`src/rtl/reset_seq_pkg.sv`:
```
// Shared encodings for the reset sequencer: FSM states, reset-cause codes and
// a helper that sizes counters from their terminal counts.
package reset_seq_pkg;

   // FSM state encoding
   localparam logic [1:0] ST_HOLD    = 2'd0;
   localparam logic [1:0] ST_STRETCH = 2'd1;
   localparam logic [1:0] ST_RUN     = 2'd2;

   // Cause of the most recent reset, as reported on reset_cause
   localparam logic [1:0] CAUSE_POR       = 2'b00;
   localparam logic [1:0] CAUSE_LOCK_LOSS = 2'b01;
   localparam logic [1:0] CAUSE_BUTTON    = 2'b10;
   localparam logic [1:0] CAUSE_SOFTWARE  = 2'b11;

   localparam int unsigned EventsW = 8;

   // Width needed to hold values 0..n-1, never narrower than one bit
   function automatic int unsigned cnt_width(input int unsigned n);
      return (n < 2) ? 1 : $clog2(n);
   endfunction

endpackage

```
`src/rtl/reset_debounce.sv`:
```
// Synchronises the raw GRESET button, debounces it and emits a one-cycle
// pulse when the debounced level is released (1 -> 0).
module reset_debounce
   import reset_seq_pkg::*;
#(
   parameter int unsigned DEBOUNCE_CYCLES = 1000
) (
   input  logic CLK,
   input  logic reset_in,
   input  logic btn_in,
   output logic btn_level,
   output logic rel_pulse
);

   localparam int unsigned CntW = cnt_width(DEBOUNCE_CYCLES);
   localparam logic [CntW-1:0] CntMax = CntW'(DEBOUNCE_CYCLES - 1);

   logic [1:0]      sync_q;
   logic            btn_sync;
   logic [CntW-1:0] cnt_q, cnt_d;
   logic            level_q, level_d;
   logic            rel_q, rel_d;

   assign btn_sync  = sync_q[1];
   assign btn_level = level_q;
   assign rel_pulse = rel_q;

   // Level only follows the synchronised input after DEBOUNCE_CYCLES
   // consecutive disagreeing samples; any agreement restarts the count.
   always_comb begin
      level_d = level_q;
      cnt_d   = cnt_q;
      if (btn_sync == level_q) begin
         cnt_d = '0;
      end else if (cnt_q == CntMax) begin
         level_d = btn_sync;
         cnt_d   = '0;
      end else begin
         cnt_d = cnt_q + CntW'(1);
      end
      // Pulse registers in the same cycle the level falls
      rel_d = level_q & ~level_d;
   end

   // Synchroniser, debounce counter, level and release pulse state
   always_ff @(posedge CLK or posedge reset_in) begin
      if (reset_in) begin
         sync_q  <= '0;
         cnt_q   <= '0;
         level_q <= 1'b0;
         rel_q   <= 1'b0;
      end else begin
         sync_q  <= {sync_q[0], btn_in};
         cnt_q   <= cnt_d;
         level_q <= level_d;
         rel_q   <= rel_d;
      end
   end

endmodule

```
`src/rtl/reset_sequencer.sv`:
```
// Combines PLL lock, the debounced GRESET button and software requests into a
// single stretched, registered core reset, and records cause and event count.
module reset_sequencer
   import reset_seq_pkg::*;
#(
   parameter int unsigned DEBOUNCE_CYCLES = 1000,
   parameter int unsigned STRETCH_CYCLES  = 255
) (
   input  logic         CLK,
   input  logic         reset_in,
   input  logic         pll_locked,
   input  logic         btn_in,
   input  logic         sw_reset_req,
   output logic         reset_out,
   output logic [1:0]   reset_cause,
   output logic [EventsW-1:0] reset_events,
   output logic         btn_level
);

   localparam int unsigned StrW = cnt_width(STRETCH_CYCLES);
   localparam logic [StrW-1:0] StrMax = StrW'(STRETCH_CYCLES - 1);
   localparam logic [EventsW-1:0] EventsMax = '1;

   logic [1:0]         lock_sync_q;
   logic               lock_sync;
   logic               rel_pulse;
   logic [1:0]         state_q, state_d;
   logic [StrW-1:0]    str_cnt_q, str_cnt_d;
   logic [1:0]         cause_q, cause_d;
   logic [EventsW-1:0] events_q, events_d;
   logic               reset_out_q, reset_out_d;
   logic               event_inc;

   assign lock_sync    = lock_sync_q[1];
   assign reset_out    = reset_out_q;
   assign reset_cause  = cause_q;
   assign reset_events = events_q;

   reset_debounce #(
      .DEBOUNCE_CYCLES (DEBOUNCE_CYCLES)
   ) u_debounce (
      .CLK       (CLK),
      .reset_in  (reset_in),
      .btn_in    (btn_in),
      .btn_level (btn_level),
      .rel_pulse (rel_pulse)
   );

   // Next-state logic: lock loss dominates, then button, then software
   always_comb begin
      state_d   = state_q;
      str_cnt_d = str_cnt_q;
      cause_d   = cause_q;
      event_inc = 1'b0;
      case (state_q)
         ST_HOLD: begin
            if (lock_sync) begin
               state_d   = ST_STRETCH;
               str_cnt_d = '0;
            end
         end
         ST_STRETCH: begin
            if (!lock_sync) begin
               state_d = ST_HOLD;
               cause_d = CAUSE_LOCK_LOSS;
            end else if (rel_pulse || sw_reset_req) begin
               // Re-trigger while stretching: restart, but it is the same event
               str_cnt_d = '0;
               cause_d   = rel_pulse ? CAUSE_BUTTON : CAUSE_SOFTWARE;
            end else if (str_cnt_q == StrMax) begin
               state_d   = ST_RUN;
               str_cnt_d = '0;
            end else begin
               str_cnt_d = str_cnt_q + StrW'(1);
            end
         end
         ST_RUN: begin
            if (!lock_sync) begin
               state_d   = ST_HOLD;
               cause_d   = CAUSE_LOCK_LOSS;
               event_inc = 1'b1;
            end else if (rel_pulse) begin
               state_d   = ST_STRETCH;
               str_cnt_d = '0;
               cause_d   = CAUSE_BUTTON;
               event_inc = 1'b1;
            end else if (sw_reset_req) begin
               state_d   = ST_STRETCH;
               str_cnt_d = '0;
               cause_d   = CAUSE_SOFTWARE;
               event_inc = 1'b1;
            end
         end
         default: begin
            state_d = ST_HOLD;
         end
      endcase

      events_d = events_q;
      if (event_inc && (events_q != EventsMax)) begin
         events_d = events_q + EventsW'(1);
      end

      // Registered from next state so reset_out changes on the deciding edge
      reset_out_d = (state_d != ST_RUN);
   end

   // Lock synchroniser and sequencer state
   always_ff @(posedge CLK or posedge reset_in) begin
      if (reset_in) begin
         lock_sync_q <= '0;
         state_q     <= ST_HOLD;
         str_cnt_q   <= '0;
         cause_q     <= CAUSE_POR;
         events_q    <= '0;
         reset_out_q <= 1'b1;
      end else begin
         lock_sync_q <= {lock_sync_q[0], pll_locked};
         state_q     <= state_d;
         str_cnt_q   <= str_cnt_d;
         cause_q     <= cause_d;
         events_q    <= events_d;
         reset_out_q <= reset_out_d;
      end
   end

endmodule
```
`config.mk`:
```
export PLATFORM = sky130hd
export DESIGN_NAME = reset_sequencer
export DESIGN_NICKNAME = d
export VERILOG_FILES = /design/src/rtl/reset_seq_pkg.sv /design/src/rtl/reset_debounce.sv /design/src/rtl/reset_sequencer.sv
export SDC_FILE = /design/constraint.sdc
export NUM_CORES = 1
export LEC_CHECK = 0
export BUFFER_PORTS_ARGS = -buffer_cell sky130_fd_sc_hd__buf_2
export CAP_MARGIN = 20
export CORE_MARGIN = 5
export CORE_UTILIZATION = 52
export DETAILED_ROUTE_END_ITERATION = 12
export GPL_ROUTABILITY_DRIVEN = 0
export PLACE_DENSITY = 0.74
export SLEW_MARGIN = 20
export SYNTH_ARGS = -nofsm -noshare
export SYNTH_HDL_FRONTEND = slang
export SYNTH_SLANG_ARGS = --single-unit
```
`constraint.sdc`:
```
create_clock -name CLK -period 1.8 [get_ports CLK]
set_clock_uncertainty 0.05 [all_clocks]
set_input_delay 0.54 -clock CLK [delete_from_list [all_inputs] [get_ports CLK]]
set_output_delay 0.54 -clock CLK [all_outputs]
set_load 0.005 [all_outputs]
```
# After elaboration in Yosys (flattened, before gate mapping)
# Cells that the tools add are included.
# Widths: inputs -> output; s select.
dict set report totals {
  memories 0
  latchBits 0
  reg_bits 37
  rom_bits 0
  ram_bits 0
  out_inout_bits 12
}
dict set report op_classes {
  n_reduce_logical 7
  shift 0
  muxes 31
  magnitude_cmp 0
  n_div 0
  bitwise_logic 2
  add_sub_neg 3
  eq_ne 13
  n_mul 0
}
# op count
set ops {}
lappend ops {{$mux 8} 7}
lappend ops {{$mux 2} 12}
lappend ops {{$pmux 8 s3} 1}
lappend ops {{$mux 10} 2}
lappend ops {{$add 8x1->8 const B} 2}
lappend ops {{$add 10x1->10 const B} 1}
lappend ops {{$eq 10x10->1 const B} 1}
lappend ops {{$eq 8x8->1 const B} 1}
lappend ops {{$ne 2x2->1 const B} 4}
lappend ops {{$ne 8x8->1 const B} 1}
lappend ops {{$mux 1} 7}
lappend ops {{$pmux 2 s3} 1}
lappend ops {{$reduce_and 5->1} 1}
lappend ops {{$ne 4x3->1 const B} 1}
lappend ops {{$pmux 2 s2} 1}
lappend ops {{$ne 3x2->1 const B} 1}
lappend ops {{$ne 3x3->1 const B} 1}
lappend ops {{$reduce_and 3->1} 1}
lappend ops {{$reduce_bool 3->1} 1}
lappend ops {{$eq 2x1->1 const B} 1}
lappend ops {{$eq 2x2->1 const B} 1}
lappend ops {{$logic_not 2->1} 1}
lappend ops {{$reduce_bool 2->1} 1}
lappend ops {{$and 1x1->1} 1}
lappend ops {{other kinds (4)} 4}

# Depth between registers and ports, before layout
dict set report logic_depth {
  depth_word 6
  ltp_mapped 6
  mapped_depth_nobuf 6
}

# By module
# Synthesis repeated with hierarchy kept, for this count alone.
dict set report unflattened {
  hier_cells 162
  area_unflattened_um2 1766.7
}
# module area_per_inst_um2 cells_per_inst n_inst
set by_module_without_submodules {}
lappend by_module_without_submodules {reset_sequencer 1103.6 102 1}
lappend by_module_without_submodules {reset_debounce 663.1 60 1}

# Worst setup path before layout
# OpenSTA, ideal clock, no wires.
dict set report synth_timing {
  kind {register to register}
  start {register events_q[0] (netlist: reset_events[0])}
  end {register events_q[1] (netlist: reset_events[1])}
  t_required_ps 1625
  setup_slack_ps 3
  setup_ps 125
  arrival_ps 1623
  period_less_slack_ps 1797
  path_stages_with_launch 5
  path_buffers 0
  path_cell_list {dfrtp_1 > ha_1 > and3_1 > a211oi_2 > mux2_2}
}
dict set report synth_between {
  elab_chain_len 2
  elab_cells_between_ends 3
}
# element line
set synth_lines {}
lappend synth_lines {{start: declaration} reset_sequencer.sv:30} ;# logic [EventsW-1:0] events_q, events_d;
lappend synth_lines {{start signal: assignment} reset_sequencer.sv:122} ;# events_q <= events_d;
lappend synth_lines {{parallel branches: the longest is 2 deep, another holds $add 8x1->8} n/a}
# Several ways; the timed one is not identified.
# A chain may end at the register's enable or synchronous reset.

# Worst setup path in the final report
# Same ends and word-level chain as after synthesis.

==> summary.md <==
| Metric | Value |
|---|---|
| Mean routed wirelength per cell | `13.5 um` |
| Reg clk slew, reported paths | `0.11 ns` |
| Final setup TNS | `0 ns` |
| Initial antenna violation count | `0` |
| Hpwl dp | `2230 um` |
| Post-layout util | `0.635` |
| Initial core utilization | `0.553` |
| Power Dens Cells | `between 700 and 800 mW/mm2` |
| RSZ-0062 raised after global routing | `false` |
| Post-layout min period | `roughly 1.7 ns` |
| DR iter-0 viols | `112` |
| Largest net degree at the start of global routing | `38` |
| First-pass GRT wire length | `~5500 um` |
| # DRC | `0` |
| GRT overflow | `0` |
| Crit path max fanout | `8` |
| Synth Area per Inst | `11.0 um2` |
| Final #Nets | `a little under 200` |
| Status | `completed` |
| Final Cycle Share | `0.950` |
| Pleak | `0.888 nW` |
| Vias per cell | `5.39` |
| Area post-placement | `0.00189 mm2` |
| Port bufs | `16` |
| Top_reg_cell synth | `dfrtp_1` |
| Ant. Diodes | `0` |
| Ports | `17` |
| Max-slew headroom | `0.705` |
| Num CTS Buffers | `5` |
| Flops & latches, synth | `37` |
| WP data required | `~2 ns` |
| Cell variety after synth | `35` |
| Fillers | `261` |
| Setup crit start kind | `flip-flop` |
| Gr usage total | `0.162` |
| Rows | `20` |
| Kind of end point of the critical path | `flip-flop` |
| Worst-Skew Late Latency | `0.34 ns` |
| Warnings from Yosys | `0` |
| Synth async-reset ratio | `1.00` |
| Layout cells sized above 1 | `0.235` |
| Crit path buf inv count | `1` |
| Die width | `67.5 um` |
| VDD IR-drop max | `0.588 mV` |
| Antenna Nets Post-Route | `0` |
| Clock Path Buffers | `2` |
| Seq/Total Area, Yosys | `0.540` |
| Min-delay worst type | `in2reg` |
| Drt first pass iters | `4` |
| DIE HEIGHT | `67.5 um` |
| Slew @ Worst Pin | `0.443 ns` |
| Max Fclk | `~600 MHz` |
| Post-synthesis cell area | `0.00172 mm2` |
| Post-Route WL | `3110 um` |
| Final Hold Fails | `0` |
| Largest stage delay on the critical path | `0.41 ns` |
| CTS tree | `yes` |
| CORE AREA | `0.00310 mm2` |
| Max-cap viol count | `0` |
| WS Path Type | `reg2reg` |
| Crit path arrival time | `1.90 ns` |
| Die area | `0.00455 mm2` |
| Hold_ws | `0.253 ns` |
| # H-tree levels | `2` |
| Number of global-route vias before repair | `about 1300` |
| CP Cell Sequence | `ha_1 > and3_1 > a211oi_2 > buf_4 > mux2_2` |
| Setup violations, final | `0` |
| Final Slew Violations | `0` |
| P&R area growth vs syn | `14.8%` |
| Crit-path leading delay family | `flip-flops` |
| Post-Synthesis Cells | `156` |
| Post-synth EDFFs | `0` |
| Slowest CP cell | `dfrtp_1` |
| Clk sinks | `37` |
| Post-Syn Nets | `165` |
| DR vias | `1246` |
| Design area | `0.00197 mm2` |
| CTS root buffer | `clkbuf_4` |
cell usage in the layout, fill, tap and decap left out, types with 2 or more instances in the layout:
cell type,count
or3_1,2
buf_4,8
xnor2_1,15
nor3_1,3
and2_1,3
or4_4,2
nor3b_1,2
and3_1,3
nand2b_1,4
nand2_1,9
nor2b_1,2
and4_1,2
dfrtp_1,36
clkbuf_8,2
o21ai_0,5
o31ai_1,2
nor2_1,15
inv_1,6
a21oi_1,6
nand3_1,6
nand4_1,9
or2_2,3
clkbuf_4,5
ha_1,4
xor2_1,4
buf_2,16
through the flow:
step           cells  total power [W]  setup WS [ns]
6_report         231          0.00144         0.0905
5_1_grt          231          0.00152        0.00575
4_1_cts          230          0.00146         0.0872
3_5_place_dp     222         0.000960         0.0605
3_3_place_gp     222         0.000957         0.0783
2_1_floorplan    156         0.000930        0.00250
cells in the mapped netlist (all sizes together) (2+ instances only):
library cell	instances	area [um2]
or3	2	12.5
xnor2	15	131
ha	4	50.1
or4	2	22.5
nor3b	2	15.0
and2	3	18.8
nand4	9	56.3
a31oi	2	18.8
and4	2	17.5
nand3	6	30.0
nand2	9	33.8
o21ai	5	25.0
mux2	2	26.3
inv	6	22.5
nor3	3	15.0
nor2	15	56.3
nor2b	2	12.5
a21oi	7	38.8
and3	3	18.8
nand2b	4	25.0
or2	3	18.8
o31ai	2	15.0
xor2	4	35.0
a211oi	2	20.0
dfrtp	36	901
final timing paths:
path / to / cells after the start / startpoint / slack [ns]
worst max register to register: reset_events[1] / 5 / reset_events[0] / 0.09
worst min register to register: lock_sync_q[1] / 0 / lock_sync_q[0] / 0.31
worst max-delay path: reset_events[1] / 5 / reset_events[0] / 0.09
worst min-delay path: u_debounce.sync_q[0] / 1 / btn_in / 0.25
max in group asynchronous: reset_out / 3 / reset_in / 1.09
min in group asynchronous: u_debounce.sync_q[0] / 3 / reset_in / 0.26
report_power, final:
| group | leakage [nW] | switching [W] | internal (W) |
|---|---|---|---|
| Combinational | 0.361 | 0.0000506 | 0.0000315 |
| Clock | 0.0413 | 0.000268 | 0.000226 |
| Sequential | 0.486 | 0.0000132 | 0.000848 |
state kept, by name, indices dropped and copies added, names as in the netlist:
signal / count
str_cnt_q: 8
state_q: 2
u_debounce.btn_level: 1
lock_sync_q: 2
u_debounce.rel_pulse: 1
reset_out: 1
u_debounce.cnt_q: 10
reset_events: 8
u_debounce.sync_q: 2
reset_cause: 2
repair_timing:
item,4_1_cts,5_1_grt
hold buffers,0,0
resized for setup,0,0
setup buffers,0,1
endpoints found under the setup margin,0,1
kinds of logic (layout without fill, tap and decap cells):
family / Yosys count / after routing / synth area share
AO/OA/AOI/OAI: 22 / 22 / 0.0933
XOR/XNOR: 19 / 19 / 0.0969
adder cells (fa/ha/maj): 4 / 4 / 0.0292
buffers and inverters: 7 / 38 / 0.0197
flip-flops: 37 / 37 / 0.540
multiplexers: 2 / 2 / 0.0153
AND/OR/NAND/NOR: 65 / 65 / 0.206
per-layer routing:
metal | wire [um] | track usage | part of all wire
met2 | 1590 | 0.269 | 0.51
met4 | 30 | 0.0684 | 0.0097
met3 | 141 | 0.0566 | 0.045
met1 | 1350 | 0.189 | 0.43
met5 | 0 | 0 | 0
cell type report:
type,count,area [um2],area share
inverter,6,22.5,0.0114
clock buffer,7,65.1,0.0330
clock inverter,1,5.00,0.00254
sequential,37,927,0.470
timing repair buffer,24,140,0.0711
multi-input combinational,112,756,0.383
tap,44,55.1,0.0279
No activity file was read; power rests on OpenSTA's default activity.
